`src/rtl/sniffer_wr_fifo.sv`:
```
// Posted-write buffer between the sniffer Wishbone master and sample RAM port A.
// Acks writes on acceptance, replays them in order into a stallable RAM port.
module sniffer_wr_fifo #(
    parameter int DEPTH  = 8,
    parameter int ADDR_W = 14,
    parameter int LVL_W  = 4
) (
    input  logic              clk_i,
    input  logic              rst_i,
    input  logic [31:0]       s_addr_i,
    input  logic [31:0]       s_data_i,
    input  logic [3:0]        s_sel_i,
    input  logic              s_we_i,
    input  logic              s_stb_i,
    output logic              s_stall_o,
    output logic              s_ack_o,
    output logic              m_en_o,
    output logic              m_we_o,
    output logic [ADDR_W-1:0] m_addr_o,
    output logic [31:0]       m_data_o,
    output logic [3:0]        m_sel_o,
    input  logic              m_stall_i,
    output logic [LVL_W-1:0]  level_o,
    output logic [LVL_W-1:0]  hwm_o,
    input  logic              hwm_clr_i,
    output logic              idle_o
);

    localparam int PTR_W = $clog2(DEPTH);

    typedef struct packed {
        logic [ADDR_W-1:0] addr;
        logic [31:0]       data;
        logic [3:0]        sel;
    } entry_t;

    entry_t           mem [DEPTH];
    entry_t           head;
    logic [PTR_W-1:0] wr_ptr;
    logic [PTR_W-1:0] rd_ptr;
    logic [LVL_W-1:0] level;
    logic [LVL_W-1:0] level_next;
    logic [LVL_W-1:0] hwm;
    logic             ack;
    logic             full;
    logic             empty;
    logic             accept;
    logic             push;
    logic             pop;
    logic             unused_addr;

    assign unused_addr = ^s_addr_i[31:ADDR_W];

    // Full comes from the registered count only: a same-cycle pop
    // never frees a slot for a push.
    assign full   = (level == LVL_W'(DEPTH));
    assign empty  = (level == '0);
    assign accept = s_stb_i & ~full;
    assign push   = accept & s_we_i;
    assign pop    = ~empty & ~m_stall_i;

    always_comb begin
        level_next = level;
        unique case ({push, pop})
            2'b10:   level_next = level + LVL_W'(1);
            2'b01:   level_next = level - LVL_W'(1);
            default: level_next = level;
        endcase
    end

    always_ff @(posedge clk_i or negedge rst_i) begin
        if (!rst_i) begin
            wr_ptr <= '0;
            rd_ptr <= '0;
            level  <= '0;
            hwm    <= '0;
            ack    <= 1'b0;
        end else begin
            if (push)
                wr_ptr <= wr_ptr + PTR_W'(1);
            if (pop)
                rd_ptr <= rd_ptr + PTR_W'(1);
            level <= level_next;
            ack   <= accept;
            // Clearing loads the current fill so it is never under-reported.
            if (hwm_clr_i || (level_next > hwm))
                hwm <= level_next;
        end
    end

    always_ff @(posedge clk_i) begin
        if (push)
            mem[wr_ptr] <= '{addr: s_addr_i[ADDR_W-1:0],
                             data: s_data_i,
                             sel:  s_sel_i};
    end

    // Gating on empty keeps the RAM side at zero in and after reset.
    assign head     = mem[rd_ptr];
    assign m_en_o   = ~empty;
    assign m_we_o   = ~empty;
    assign m_addr_o = empty ? '0 : head.addr;
    assign m_data_o = empty ? '0 : head.data;
    assign m_sel_o  = empty ? '0 : head.sel;

    assign s_stall_o = full;
    assign s_ack_o   = ack;
    assign level_o   = level;
    assign hwm_o     = hwm;
    assign idle_o    = empty & ~ack;

endmodule

```
`config.mk`:
```
export PLATFORM = sky130hd
export DESIGN_NAME = sniffer_wr_fifo
export DESIGN_NICKNAME = d
export VERILOG_FILES = /design/src/rtl/sniffer_wr_fifo.sv
export SDC_FILE = /design/constraint.sdc
export NUM_CORES = 1
export LEC_CHECK = 0
export CAP_MARGIN = 20
export CORE_UTILIZATION = 40
export DETAILED_ROUTE_END_ITERATION = 8
export GPL_TIMING_DRIVEN = 0
export PLACE_DENSITY = 0.56
export SETUP_SLACK_MARGIN = 0.05
export SLEW_MARGIN = 20
export SYNTH_ARGS = -nofsm -noshare
export SYNTH_HDL_FRONTEND = slang
export SYNTH_SLANG_ARGS = --single-unit
export TNS_END_PERCENT = 30
```
`constraint.sdc`:
```
create_clock -name clk_i -period 17.82 [get_ports clk_i]
set_clock_uncertainty 0.05 [all_clocks]
set_input_delay 3.564 -clock clk_i [delete_from_list [all_inputs] [get_ports clk_i]]
set_output_delay 3.564 -clock clk_i [all_outputs]
set_load 0.01 [all_outputs]
```
==> summary.txt, run 1 <==
Synthesis
  • Number of enable flip-flop cells after synthesis: 400
  • Mapped cell area: 0.0160 sq mm
  • Sequential fraction of the synthesis area: slightly below 80%
  • Mapped Avg Cell Area: 22.2 sq um
  • Yosys reg bits: a little over 400
  • Post-synth cell types: 32
  • Synthesis Warnings: 0
  • Syn_nets: about 800
  • Mapped Cells: around 720
  • Top_reg_cell synth: edfxtp_1
  • Ys async rst share: ~3.6%

Worst setup path
  • Crit end category: output port
  • R2R depth: 14
  • Worst-path fanout max: 10
  • CP max stage delay: roughly 0.8 ns
  • Crit path kind: register to output port
  • Slowest CP cell: buf_1
  • WP buf/inv: 3
  • Worst setup SP type: register
  • Worst-path cell chain: buf_2, buf_1, mux4_2, mux2i_1, nor2_1, clkdlybuf4s50_1
  • Top Family by Delay on Critical Path: buffers and inverters
  • Req. time, crit path: 14.21 ns
  • Crit. path cell count: 6
  • Critical path arrival: roughly 3.5 ns

Routing
  • Post-DRT Antenna Nets: 0
  • Routed length on met2: approximately 16000 um
  • DR pass1 iterations: 4
  • Drc violations: 0
  • Total Wirelength: roughly 34000 um
  • Vias: around 7.7k
  • Met3 Wirelength: 1930 um
  • Vias/cell: approximately 5.2
  • Metal-1 WL: 15900 um
  • Max Used Layer: met5
  • Mean routed wirelength per cell: roughly 23 um
  • Iteration-0 DRC Markers: between 400 and 500

Layout
  • Area growth from synthesis to layout: 24.6%
  • Most frequent cells in the layout: edfxtp_1, clkdlybuf4s50_1, mux4_2, nor2_1, mux2i_1
  • Final Util: between 50 and 60%
  • Layout cell share with drive strength beyond 1: about a quarter
  • Final Net Count: around 1.0k
  • Commonest non-fill, non-tap cell in the layout: edfxtp_1

Timing
  • Slew headroom: around 29%
  • Final setup viols: 0
  • Setup TNS: 0 ns
  • Hold Vio Cnt, Final: 0
  • RSZ-0062 raised after global routing: no
  • Worst Tran Pin Value: between 1 and 1.5 ns
  • Max Slew Vio Count: 0
  • Final min period: 7.08 ns
  • Fmax: between 100 and 150 MHz
  • Tcrit/Tclk final: approximately two fifths

Floorplanning
  • Total die area: ~0.041 sq mm
  • Initial Utilization: just over 40%
  • Io pins: 137
  • Die W: a little over 200 um
  • Core area: 0.0390 sq mm
  • Row count: between 70 and 80
  • Die Y: 202 um

CTS
  • CTS tree: built
  • Worst-Skew Late Latency: around 0.54 ns
  • Clock root buffer master: clkbuf_16
  • Sink Count: 415
  • Setup bufs post-CTS: 0
  • Resize count post-CTS: 0
  • H-tree depth: 2
  • Hold Buf Count CTS: 0
  • Clk slew on worst S/H paths: 0.06 ns
  • CTS Buf Count: 45
  • Clock Path Buffers: 3

Placed design
  • Final RePlAce weighted congestion: slightly below 0.7
  • Port Buf Inserts: between 100 and 150
  • DP HPWL: about 23000 um

Power
  • Leakage: 0.00665 uW
  • Cell area power density: 162 mW/mm^2
  • Max VDD drop: roughly 0.11 mV

GRT
  • Number of global-route vias before repair: 8089
  • Pin count of the biggest net entering global routing: 16
  • Antenna violations before repair: 2
  • First-pass GRT wire length: a little over 50000 um
  • Congestion Overflow GR: 0
  • Gr usage total: between 10% and 20%

Run status
  • Status: finished, final reports clean

Worst hold path
  • Hold Crit Depth: 1
  • Hold Path Class: register to register

Run
  • Max-Cap Viols: 0
-- stage by stage --
| step | power [uW] | setup slack (ns) | instance area (sq um) | hold WS [ns] | instances |
|---|---|---|---|---|---|
| floorplan | 1850 | 8.44 | 16000 | 0.468 | 721 |
| global placement | 2330 | 2.38 | 17800 | 0.473 | 1357 |
| detailed placement | 2350 | 10.67 | 18500 | 0.479 | 1410 |
| CTS | 3260 | 10.65 | 19900 | 0.491 | 1493 |
| global route | 3370 | 10.54 | 19900 | 0.516 | 1494 |
| finish | 3220 | 10.74 | 19900 | 0.489 | 1495 |
-- synthesized netlist by cell type (2+ instances only) --
| cell type | n | share of area, % |
|---|---|---|
| nand2b_1 | 2 | 0.078 |
| inv_1 | 7 | 0.16 |
| nand2_1 | 7 | 0.16 |
| clkbuf_1 | 17 | 0.40 |
| mux2i_1 | 52 | 3.3 |
| buf_1 | 8 | 0.19 |
| a21oi_1 | 4 | 0.13 |
| nor3_1 | 4 | 0.13 |
| dfrtp_1 | 15 | 2.3 |
| mux4_2 | 100 | 14 |
| edfxtp_1 | 400 | 75 |
| nor2b_1 | 2 | 0.078 |
| mux2_2 | 6 | 0.42 |
| buf_2 | 9 | 0.28 |
| nor2_1 | 58 | 1.4 |
| xnor2_1 | 5 | 0.27 |
| ha_1 | 8 | 0.63 |
| xor2_1 | 3 | 0.16 |
-- registers in the layout (all words and copies together), names as in the netlist --
register and cells:
rd_ptr 3, wr_ptr 3, level_o 4, s_ack_o 1
mem 400, hwm_o 4
-- area by class of cell --
class	count	area (sq um)
Sequential cell	415	12400
Inverter	7	26.3
Buffer	36	158
Multi-Input combinational cell	263	3490
Tap cell	518	648
Clock inverter	26	241
Fill cell	3125	19100
Clock buffer	57	1210
Antenna cell	1	2.50
Timing Repair Buffer	172	1770
-- report_power, final --
| part | leakage, uW | switching (uW) | internal [uW] |
|---|---|---|---|
| sequential | 0.00379 | 34.5 | 1160 |
| combinational | 0.00216 | 544 | 569 |
| clock | 0.000703 | 360 | 552 |
| total | 0.00665 | 938 | 2280 |
-- logic make-up (layout without fill, tap and decap cells) --
| family | Yosys count | in the layout | synth area share (%) |
|---|---|---|---|
| DFF | 415 | 415 | 77.4 |
| muxes | 158 | 158 | 17.7 |
| and+or+nand+nor | 81 | 81 | 2.21 |
| buffers and inverters | 43 | 298 | 1.15 |
| adders and majority gates | 8 | 8 | 0.626 |
| AOI/OAI and AO/OA | 8 | 8 | 0.414 |
| xor gates and xnor gates | 8 | 8 | 0.438 |
| other | 0 | 1 | 0 |
-- routing by layer --
metal	global-route usage, %	up-vias
met5	0	-
met4	4.03	2
met3	3.53	41
met2	26.4	204
met1	25.3	4052
li1	-	3427
-- worst reg2reg max path: stages (launching register included) --
cell and delay [ns]:
dfrtp_1 0.38, buf_6 0.14, or4b_4 0.56, and3_1 0.22, clkbuf_1 0.17, inv_1 0.27, ha_1 0.36, nor3b_1 0.23
mux2i_1 0.11, xnor2_1 0.26, ha_1 0.29, nand4_1 0.09, nor2_1 0.04, a21oi_1 0.35, mux2_2 0.38
-- final timing paths --
kind / start / endpoint / slack (ns)
setup / recovery: rd_ptr[0] / m_addr_o[13] / 10.74
hold / removal: hwm_o[1] / hwm_o[1] / 0.49
setup reg to reg: level_o[1] / hwm_o[0] / 13.81
hold reg to reg: hwm_o[1] / hwm_o[1] / 0.49
max in group asynchronous: rst_i / rd_ptr[2] / 13.78
min in group asynchronous: rst_i / hwm_o[1] / 3.44
Note: power is estimated with default switching activity, not from simulation.
==> inputs of run 2 (changes only) <==
--- a/config.mk
+++ b/config.mk
@@ -9,7 +9,7 @@
 export CORE_UTILIZATION = 40
 export DETAILED_ROUTE_END_ITERATION = 8
 export GPL_TIMING_DRIVEN = 0
-export PLACE_DENSITY = 0.56
+export PLACE_DENSITY = 0.58
 export SETUP_SLACK_MARGIN = 0.05
 export SLEW_MARGIN = 20
 export SYNTH_ARGS = -nofsm -noshare
==> constraint.sdc (replaced) <==
create_clock -name clk_i -period 6.5 [get_ports clk_i]
set_clock_uncertainty 0.05 [all_clocks]
set_input_delay 1.3 -clock clk_i [delete_from_list [all_inputs] [get_ports clk_i]]
set_output_delay 1.3 -clock clk_i [all_outputs]
set_load 0.01 [all_outputs]
==> run 2 against run 1 <==
  * Flip-flop and latch count unchanged
  * Register-to-register slack worse by 11 ns
  * Combinational power rose to 2.7 times the previous value
  * Die area unchanged
  * Power rose to 2.7 times the previous value
  * Hold slack better by 0.0059 ns
  * Wire length up 0.32%
  * Global-route usage up 0.15 points
  * Non-clock buffer count down 7
  * Via count down 0.23%
  * Critical path depth unchanged
  * First-iteration DRC count up 16%
  * Critical path type unchanged
==> summary.txt, run 2 (synthesized netlist as in run 1, its figures left out) <==
Run status
  • Status: finished, final reports clean

Floorplanning
  • Io pins: about 140
  • Die Y: about 200 um
  • Die W: between 200 and 250 um
  • Initial Utilization: around 41%
  • Total die area: 0.0408 sq mm
  • Row count: 72
  • Core area: between 0.03 and 0.04 sq mm

Routing
  • DR pass1 iterations: 7
  • Mean routed wirelength per cell: ~23 um
  • Post-DRT Antenna Nets: 0
  • Drc violations: 0
  • Iteration-0 DRC Markers: roughly 560
  • Total Wirelength: roughly 34000 um
  • Vias: 7708
  • Vias/cell: 5.20

Worst setup path
  • Worst-path fanout max: 10
  • Crit end category: output port
  • Crit path kind: register to output port
  • Worst setup SP type: register
  • Critical path arrival: around 3.4 ns
  • Req. time, crit path: between 5 and 6 ns

Timing
  • Hold Vio Cnt, Final: 0
  • Final min period: 4.70 ns
  • Fmax: between 200 and 250 MHz
  • Final WS setup: 1.80 ns
  • Slew headroom: 33.8%
  • Tcrit/Tclk final: 72.3%
  • Final setup viols: 0
  • Max Slew Vio Count: 0
  • Hold slack: a little under 0.5 ns
  • RSZ-0062 raised after global routing: no
  • Worst Tran Pin Value: around 1 ns

CTS
  • Clock Path Buffers: 3
  • Clk slew on worst S/H paths: about 0.06 ns
  • H-tree depth: 2
  • Sink Count: between 400 and 500
  • Setup bufs post-CTS: 0
  • Clock root buffer master: clkbuf_16
  • CTS tree: built
  • CTS Buf Count: 43
  • Resize count post-CTS: 0
  • Hold Buf Count CTS: 0
  • Worst-Skew Late Latency: roughly 0.54 ns

Layout
  • Area growth from synthesis to layout: 23.9%
  • Fill cells: about 3.1k
  • Fin cells: around 1.5k
  • Largest register by flop count: mem
  • Multi-input gate area: roughly 0.0035 sq mm
  • Final Net Count: slightly above 1k
  • Register area: roughly 0.012 sq mm
  • Layout cell share with drive strength beyond 1: between 20% and 30%
  • Most frequent cells in the layout: edfxtp_1, clkdlybuf4s50_1, mux4_2, nor2_1, mux2i_1
  • Commonest non-fill, non-tap cell in the layout: edfxtp_1
  • Number of flip-flops under the largest register name: 400

Power
  • Sequential power share: 37.7%
  • Logic gate share of total power: about a third
  • Max VDD drop: 0.204 mV
  • Leakage: ~0.0066 uW
  • Int Pwr: between 6000 and 7000 uW
  • Total power: 8690 uW
  • P_sw: 2550 uW
  • Clock power frac: 27.3%
  • Net Sw Frac: between 20 and 30%
  • Cell area power density: ~440 mW/mm^2

Placed design
  • Dpl cells: about 1.4k
  • Port Buf Inserts: ~120
  • DP HPWL: approximately 22000 um
  • Final RePlAce weighted congestion: about 0.68
  • Setup slack after placement: around 1.6 ns

GRT
  • First-pass GRT wire length: between 50000 and 60000 um
  • Gr usage total: between 10% and 20%
  • Antenna violations before repair: 2
  • Number of global-route vias before repair: 8149
  • Congestion Overflow GR: 0
  • Pin count of the biggest net entering global routing: 19

Worst hold path
  • Hold Path Class: register to register

Run
  • Max-Cap Viols: 0
==> run 2: power by group through the flow <==
stage	clock [uW]	combinational [uW]	sequential, uW
4_1_cts	2430	3130	3270
2_1_floorplan	0	1750	3330
3_5_place_dp	0	3110	3330
6_report	2370	3040	3280
5_1_grt	2540	3300	3300
3_3_place_gp	0	3010	3360
==> run 2: metal layers <==
layer	part of all wire, %	global-route usage [%]
met5	0.041	0
met4	1.7	4.22
met3	5.4	3.37
met2	47	27.0
met1	46	25.2
==> run 2: layout make-up <==
| cell class | count | area share [%] |
|---|---|---|
| clock inverters | 20 | 1.07 |
| diodes | 1 | 0.0126 |
| plain buffers | 36 | 0.795 |
| repair buffers | 165 | 8.80 |
| well taps | 518 | 3.27 |
| inverters | 7 | 0.133 |
| clock buffers | 57 | 5.80 |
| flip-flops and latches | 415 | 62.5 |
| multi-input cells | 263 | 17.6 |
==> run 2: final timing paths <==
path | startpoint | to | slack, ns | depth (start not counted)
max | rd_ptr[1] | m_data_o[13] | 1.80 | 6
min reg2reg | hwm_o[3] | hwm_o[3] | 0.49 | 1
min | hwm_o[3] | hwm_o[3] | 0.49 | 1
max in group asynchronous | rst_i | hwm_o[0] | 4.77 | 1
min in group asynchronous | rst_i | wr_ptr[0] | 1.15 | 1
max reg2reg | level_o[2] | hwm_o[0] | 2.43 | 13
==> run 2: worst max-delay path, cell delays in order (launching register included) <==
cell and delay, ns:
dfrtp_1 0.36, clkbuf_1 0.45, clkbuf_1 0.68, mux4_2 0.34
mux2i_1 0.07, nor2_1 0.30, clkdlybuf4s50_1 0.61
==> run 2: through the flow <==
step	setup TNS [ns]	instance area (sq um)	util (%)
floorplan	0	16000	-
global placement	-1067.59	17800	45.7
detailed placement	0	18500	47.3
CTS	0	19800	50.8
global route	0	19800	50.8
finish	0	19800	50.8
==> inputs of run 3 (changes only) <==
==> constraint.sdc (replaced) <==
create_clock -name clk_i -period 4.3 [get_ports clk_i]
set_clock_uncertainty 0.05 [all_clocks]
set_input_delay 0.86 -clock clk_i [delete_from_list [all_inputs] [get_ports clk_i]]
set_output_delay 0.86 -clock clk_i [all_outputs]
set_load 0.01 [all_outputs]
==> run 3 against run 2 <==
  * Sequential share of layout area is essentially flat
  * Via count shrank 0.40%
  * Global-route usage is the same
  * Wire length is essentially flat
  * Flip-flop and latch count is the same
  * Critical endpoint is now m_addr_o[9]
  * Register-to-register slack lost 2.1 ns
  * Hold slack lost 0.00052 ns
  * Clock power grew 51%
  * Power grew 51%
  * Largest power group unchanged
  * Die area is the same
  * Core utilization is essentially flat
==> summary.txt, run 3 (synthesized netlist as in run 1, its figures left out) <==
Timing
  • Hold Vio Cnt, Final: 0
  • Slew headroom: 33.5%
  • Setup TNS: 0 ns
  • Tcrit/Tclk final: between 90 and 100%
  • Fmax: 241 MHz
  • Max Slew Vio Count: 0
  • Worst Tran Pin Value: 0.998 ns
  • Final WS setup: roughly 0.15 ns
  • RSZ-0062 raised after global routing: yes
  • Final setup viols: 0
  • Final min period: ~4.2 ns

Run status
  • Status: finished, final reports clean

Layout
  • Layout cell share with drive strength beyond 1: 24.5%
  • Largest register by flop count: mem
  • Most frequent cells in the layout: edfxtp_1, clkdlybuf4s50_1, mux4_2, nor2_1, mux2i_1
  • Area growth from synthesis to layout: 24.0%
  • Number of flip-flops under the largest register name: 400
  • Final Net Count: approximately 1.0k
  • Commonest non-fill, non-tap cell in the layout: edfxtp_1
  • Fill cells: slightly above 3k

Routing
  • Iteration-0 DRC Markers: 547
  • DR pass1 iterations: 7
  • Post-DRT Antenna Nets: 0
  • Vias/cell: 5.18
  • Drc violations: 0
  • Mean routed wirelength per cell: around 23 um
  • Vias: around 7.7k
  • Total Wirelength: around 34000 um

Worst setup path
  • Crit path kind: register to output port
  • Worst-path cell chain: clkbuf_1, buf_1, mux4_2, mux2i_1, nor2_1, clkdlybuf4s50_1
  • Crit end category: output port
  • Slowest CP cell: buf_1
  • Critical path arrival: about 3.2 ns
  • CP max stage delay: around 0.65 ns
  • Worst setup SP type: register
  • Worst-path fanout max: 10
  • Req. time, crit path: 3.39 ns

GRT
  • Number of global-route vias before repair: just over 8k
  • Antenna violations before repair: 2
  • Gr usage total: 17.3%
  • Congestion Overflow GR: 0
  • Pin count of the biggest net entering global routing: 19
  • First-pass GRT wire length: 52000 um

Floorplanning
  • Initial Utilization: between 40% and 50%
  • Io pins: between 100 and 150
  • Die W: a little over 200 um
  • Core area: approximately 0.039 sq mm
  • Row count: 72
  • Die Y: 202 um
  • Total die area: just over 0.04 sq mm

CTS
  • Sink Count: around 420
  • Setup bufs post-CTS: 0
  • Clk slew on worst S/H paths: around 0.060 ns
  • Clock root buffer master: clkbuf_16
  • CTS tree: built
  • Hold Buf Count CTS: 0
  • H-tree depth: 2
  • CTS Buf Count: 43
  • Resize count post-CTS: 4
  • Worst-Skew Late Latency: 0.54 ns
  • Clock Path Buffers: 3

Placed design
  • Port Buf Inserts: about 120
  • Setup slack after placement: -0.152 ns
  • DP HPWL: around 22000 um
  • Final RePlAce weighted congestion: a little under 0.7

Power
  • Max VDD drop: about 0.3 mV
  • Leakage: about 0.0066 uW
  • Cell area power density: about 660 mW/mm^2

Worst hold path
  • Hold Path Class: register to register

Run
  • Max-Cap Viols: 0
==> run 3: cell count changes in the layout (fill, tap and decap cells not counted) <==
cell             before  now
a21oi_1               4    3
a21oi_2               0    1
clkbuf_1             30   26
clkbuf_2              0    3
clkdlybuf4s15_2       0    1
==> run 3: layout make-up <==
type	instances	area [sq um]	area share (%)
Sequential cell	415	12400	62.4
Multi-Input combinational cell	263	3500	17.6
Timing Repair Buffer	165	1740	8.79
Clock buffer	57	1150	5.80
Tap cell	518	648	3.27
Clock inverter	20	211	1.07
Buffer	36	169	0.851
Inverter	7	26.3	0.132
Antenna cell	1	2.50	0.0126
==> run 3: critical path: cells and delay by family, from the launching register on <==
| kind | cells | cell delay, ns |
|---|---|---|
| buffers and inverters | 3 | 1.68 |
| muxes | 2 | 0.42 |
| DFF | 1 | 0.36 |
| and+or+nand+nor | 1 | 0.25 |
==> run 3: worst paths after layout <==
kind                       cells past startpoint          end       start  slack [ns]
max in group asynchronous                      1     hwm_o[0]       rst_i        2.97
hold reg to reg                                1     hwm_o[3]    hwm_o[3]        0.49
setup / recovery                               6  m_addr_o[9]   rd_ptr[1]        0.15
setup reg to reg                              12     hwm_o[0]  level_o[2]        0.36
min in group asynchronous                      1    wr_ptr[1]       rst_i        0.73
hold / removal                                 1     hwm_o[3]    hwm_o[3]        0.49
==> run 3: routing by layer <==
| metal | global-route usage, % | up-vias | share of wire [%] |
|---|---|---|---|
| met4 | 4.22 | 2 | 1.7 |
| met5 | 0 | - | 0.041 |
| li1 | - | 3395 | - |
| met2 | 27.0 | 215 | 47 |
| met3 | 3.37 | 56 | 5.6 |
| met1 | 25.2 | 4009 | 46 |
==> run 3: metrics by stage <==
step                utilization [%]  hold WS, ns  cell area, sq um  total power [uW]  std cells
global route                   50.9        0.530             19800             13800       1481
CTS                            50.8        0.497             19800             13400       1481
finish                         50.9        0.494             19800             13200       1482
floorplan                         -        0.483             16000              7690        721
global placement               45.7        0.472             17800              9630       1357
detailed placement             47.3        0.484             18500              9740       1404
==> run 3: power breakdown <==
group	total [uW]	switching, uW	internal, uW
clock	3590	1470	2120
combinational	4610	2250	2360
sequential	4950	145	4810
total	13200	3870	9290
